### src/rtl/systolic_pkg.sv
// systolic_pkg: shared matrix geometry, element packing helper and drain states.
package systolic_pkg;
    localparam int MAT_ROWS  = 3;
    localparam int MAT_COLS  = 3;
    localparam int MAT_LEN   = MAT_ROWS * MAT_COLS;
    localparam int DATA_SIZE = 8;
    localparam int ACC_SIZE  = 16;

    // Element (0,0) sits in the MSBs of the flattened result vector.
    function automatic int elem_lsb(input int k);
        return (MAT_LEN - 1 - k) * ACC_SIZE;
    endfunction

    typedef enum logic {IDLE, STREAM} drain_state_t;
endpackage

### src/rtl/systolic_result_drain.sv
// systolic_result_drain: snapshots the array result on done rising and streams it row-major over valid/ready.
module systolic_result_drain
    import systolic_pkg::*;
#(
    parameter int MAT_ROWS = systolic_pkg::MAT_ROWS,
    parameter int MAT_COLS = systolic_pkg::MAT_COLS,
    parameter int MAT_LEN  = MAT_ROWS * MAT_COLS,
    parameter int ACC_SIZE = systolic_pkg::ACC_SIZE,
    parameter int IDX_W    = $clog2(MAT_LEN)
) (
    input  logic                          clk,
    input  logic                          reset,
    input  logic                          arr_done,
    input  logic [MAT_LEN*ACC_SIZE-1:0]   arr_result,
    output logic                          m_valid,
    input  logic                          m_ready,
    output logic [ACC_SIZE-1:0]           m_data,
    output logic [$clog2(MAT_ROWS)-1:0]   m_row,
    output logic [$clog2(MAT_COLS)-1:0]   m_col,
    output logic                          m_last,
    output logic                          busy,
    output logic                          overrun
);
    localparam int ROW_W = $clog2(MAT_ROWS);
    localparam int COL_W = $clog2(MAT_COLS);
    localparam logic [IDX_W-1:0] LAST_IDX = IDX_W'(MAT_LEN - 1);
    localparam logic [COL_W-1:0] LAST_COL = COL_W'(MAT_COLS - 1);

    drain_state_t state, state_d;
    logic [ACC_SIZE-1:0] shadow [MAT_LEN];
    logic [IDX_W-1:0] idx;
    logic [ROW_W-1:0] row;
    logic [COL_W-1:0] col;
    logic done_q, done_rise, is_last, xfer, last_xfer, capture;

    always_comb begin
        busy      = state == STREAM;
        m_valid   = busy;
        m_data    = busy ? shadow[idx] : '0;
        m_row     = row;
        m_col     = col;
        is_last   = idx == LAST_IDX;
        m_last    = busy && is_last;
        done_rise = arr_done && !done_q;
        xfer      = busy && m_ready;
        last_xfer = xfer && is_last;
        // A result landing on the final handshake chains straight into the next frame.
        capture   = done_rise && (!busy || last_xfer);
        state_d   = capture ? STREAM : last_xfer ? IDLE : state;
    end

    always_ff @(posedge clk) begin
        if (reset) begin
            state   <= IDLE;
            done_q  <= 1'b1;
            overrun <= 1'b0;
            idx     <= '0;
            row     <= '0;
            col     <= '0;
            for (int k = 0; k < MAT_LEN; k++) shadow[k] <= '0;
        end else begin
            state  <= state_d;
            done_q <= arr_done;
            if (done_rise && busy && !last_xfer) overrun <= 1'b1;
            if (capture) begin
                idx <= '0;
                row <= '0;
                col <= '0;
                for (int k = 0; k < MAT_LEN; k++)
                    shadow[k] <= arr_result[(MAT_LEN-k)*ACC_SIZE-1 -: ACC_SIZE];
            end else if (last_xfer) begin
                idx <= '0;
                row <= '0;
                col <= '0;
            end else if (xfer) begin
                idx <= idx + 1'b1;
                col <= (col == LAST_COL) ? '0 : col + 1'b1;
                row <= (col == LAST_COL) ? row + 1'b1 : row;
            end
        end
    end
endmodule

### config.mk
export PLATFORM = sky130hd
export DESIGN_NAME = systolic_result_drain
export DESIGN_NICKNAME = d
export VERILOG_FILES = /design/src/rtl/systolic_pkg.sv /design/src/rtl/systolic_result_drain.sv
export SDC_FILE = /design/constraint.sdc
export NUM_CORES = 1
export LEC_CHECK = 0
export CAP_MARGIN = 10
export CORE_AREA = 2 2 141 143
export CTS_CLUSTER_SIZE = 20
export DETAILED_ROUTE_END_ITERATION = 16
export DIE_AREA = 0 0 143 145
export GPL_ROUTABILITY_DRIVEN = 1
export PLACE_DENSITY = 0.65
export SETUP_SLACK_MARGIN = 0.1
export SYNTH_ARGS = -nofsm -noshare
export SYNTH_HDL_FRONTEND = slang
export SYNTH_SLANG_ARGS = --single-unit
### constraint.sdc
create_clock -name clk -period 8.7 [get_ports clk]
set_input_delay 1.305 -clock clk [delete_from_list [all_inputs] [get_ports clk]]
set_output_delay 1.305 -clock clk [all_outputs]
set_load 0.05 [all_outputs]
==> results.txt <==
The run finished with clean final reports. The share of async-settable or async-resettable flops after synthesis came out at 0%. The number of hold buffers added after CTS came out at 0. The number of flops mapped to enable cells by yosys is 144. The number of inserted filler cells in the final layout came out at 1,682. The tightest min-delay check is of the reg -> reg type.

The largest buffer count on any clock path came out at 2. The largest voltage drop on the vdd net came out at 0.0001208 V. Setup repair after global routing left no endpoint under its margin.

STA classifies the critical path startpoint as a flop. The global placer's final weighted congestion is 0.7585. The number of I/O port buffers is 171. The ratio of final minimum period to clock period came out at 54.58%. The fraction of final layout cells sized beyond drive strength 1 is 7.983%.

The average routed wire per standard cell is 17.19 um. The routed design could run at a clock period as short as 4.749 ns. The CTS root buffer is clkbuf_16. The die boundary height is 145 um. The initial antenna violation count is 0. The worst relative slew slack is 20.31%.

The post-synthesis instance area is 7226 um^2. The static leakage came out at 3.393 nW. 172 I/O pins were placed.

The worst-path maximum fanout came out at 64. In this run the horizontal extent of the chip is 143 um. The remaining global-route overflow came out at 0. The die footprint is 20,740 um^2. The cell count after synthesis came out at 545. The dominant register cell in the synthesized netlist is edfxtp_1. The post-layout net count is 851. The first-pass iteration count of the detailed router is 5. The core region is 19,210 um^2. The cell area power density came out at 186.4 nW/um^2. Counting the buffers created by CTS gives 17.

The wire-length estimate of the detail-placed layout is 11.91 mm. Once detail routing completed, the nets flagged for antenna violations numbered 0. The largest clock skew in the final design is 0.01548 ns. The net count after synthesis is 695. The count of endpoints failing setup in the final report is 0.

The total count of max-transition violations in the final report came out at 0. Using the TritonRoute via totals, the vias-per-cell ratio works out to 4.736. Once the clock tree was built, the setup fixing pass inserted 0 buffers.

The synthesis warning total came out at 0. Ranked by total cell area, the synthesized netlist is headed by edfxtp_1 60%, and2_1 13%, mux2i_1 6.8%, dfxtp_1 4.2%, mux2_2 2.6%. The antenna diode instance count is 0. The max-cap check violation count came out at 0.

Relative to the synthesized area, the layout overhead comes to 34.27%. Summed over all failing endpoints, the final setup total negative slack is 0 ns. The CTS H-tree depth is 4. The number of global-route vias before repair is 4,890. The total number of clock tree sinks came out at 159. The DRC violation total after the first TritonRoute iteration came out at 343. The total global routing track utilization came out at 16.94%. The portion of the post-synthesis area used by sequential elements came out at 64.00%. The number of distinct library cells after synthesis came out at 35. The clock reaches the later pin of the worst-skew pair after 0.42 ns. The wire length of the first global-routing pass came out at 26.05 mm.

The transition at the pin with the smallest max-transition slack came out at 1.194 ns. The initial core utilization is 37.62%. The post-CTS clock slew at the launch and capture registers of the worst setup and hold paths is 0.06 ns. The worst setup path is captured at a primary output.

The final layout contains routed wiring with a total length of 16.83 mm. The number of hold-slack violations in the final timing report is 0. Each instance of the synthesized netlist takes up on average 13.26 um^2. The required time of the critical path is 7.39 ns. The fraction of synthesized cell area taken by the top area cell type came out at 59.84%.

The critical path is of the reg -> out type. The signal arrival time at the worst endpoint came out at 3.44 ns. The achievable clock frequency came out at 0.2106 GHz. The number of storage elements in the synthesis netlist is 159. The pin count of the biggest net entering global routing is 145. After clock tree synthesis, the repair step resized 0 gates. The via count is 4,637. The dominant cell type by area after synthesis is edfxtp_1.

TritonCTS built the clock tree. The final total power is 1.809 mW. The floorplan has 51 rows. The number of remaining DRC errors is 0.
Yosys cell counts (all sizes together), types with 3 or more instances:
| library cell | count |
|---|---|
| a2111oi | 16 |
| a21oi | 8 |
| and2 | 146 |
| buf | 19 |
| clkbuf | 18 |
| dfxtp | 15 |
| edfxtp | 144 |
| inv | 4 |
| mux2 | 17 |
| mux2i | 49 |
| nand2 | 6 |
| nand2b | 3 |
| nor2 | 42 |
| o21ai | 18 |
| o22ai | 16 |
| xnor2 | 3 |
layer usage:
metal	share of wire, %	global-route usage [%]	vias to the layer above
met3	5.0	3.729	20
met4	2.1	6.535	0
li1	-	-	2267
met5	0	0	-
met1	44	22.24	2194
met2	49	27.32	156
logic make-up (layout without fill, tap and decap cells):
logic type | count (synthesis) | in the layout | share of synthesized area (%)
compound gates | 62 | 62 | 5.610
xor+xnor | 4 | 4 | 0.4849
fa+ha+maj | 2 | 2 | 0.3463
buf+inv | 41 | 210 | 3.273
flops | 159 | 159 | 64.00
mux | 66 | 66 | 9.437
simple gates | 211 | 211 | 16.85
metrics by stage:
stage	area, um^2	instances	worst slack, ns	hold slack [ns]	util (%)
6_report	9702	979	3.951	0.4963	50.51
2_1_floorplan	7229	545	3.006	0.5046	-
4_1_cts	9702	979	3.848	0.4923	50.51
5_1_grt	9702	979	3.733	0.5361	50.51
3_5_place_dp	9085	947	4.308	0.4746	47.30
3_3_place_gp	9085	947	4.301	0.4580	47.30
state kept, by name, indices dropped and copies added, names as in the netlist, named ones only:
name / flops
busy: 1
idx: 4
shadow: 144
m_col: 2
m_row: 2
done_q: 1
overrun: 1
power by group:
part	switching (mW)	total, mW	internal (mW)
Clock	0.287	0.766	0.478
Combinational	0.0621	0.152	0.0895
Sequential	0.0183	0.892	0.873
area by class of cell:
class | count | area (um^2) | share of cell area (%)
Timing Repair Buffer | 174 | 1734 | 17.87
Clock buffer | 17 | 425.4 | 4.385
Tap cell | 265 | 331.6 | 3.418
Multi-Input combinational cell | 345 | 2376 | 24.49
Inverter | 4 | 15.01 | 0.1548
Sequential cell | 159 | 4628 | 47.70
Clock inverter | 15 | 191.4 | 1.973
path summary, 6_finish.rpt:
check	startpoint	to	slack, ns	cells after the start
hold / removal	overrun$_SDFFE_PP0P_	overrun$_SDFFE_PP0P_	0.50	2
setup reg to reg	busy$_SDFFE_PP0P_	shadow[6][0]$_SDFFCE_PN0P_	5.57	3
hold reg to reg	overrun$_SDFFE_PP0P_	overrun$_SDFFE_PP0P_	0.50	2
setup / recovery	flop	m_data[3]	3.95	4
critical path, cell delays in order, from the launching register on:
cell and delay [ns]:
dfxtp_4 1.00, mux2_2 0.43, a2111oi_0 0.68, nor2_1 0.11
clkdlybuf4s50_1 0.72
cell usage in the layout, fill, tap and decap left out, drive strengths merged, types with 4 or more instances in the layout:
master	netlist	final
o21ai	18	18
nand2	6	6
clkinv	0	6
and2	146	146
a2111oi	16	16
a21oi	8	8
bufinv	0	4
nor2	42	42
edfxtp	144	144
inv	4	6
dfxtp	15	15
mux2	17	17
clkbuf	18	17
mux2i	49	49
clkdlybuf4s50	0	171
o22ai	16	16
Note: power is estimated with default switching activity, not from simulation.
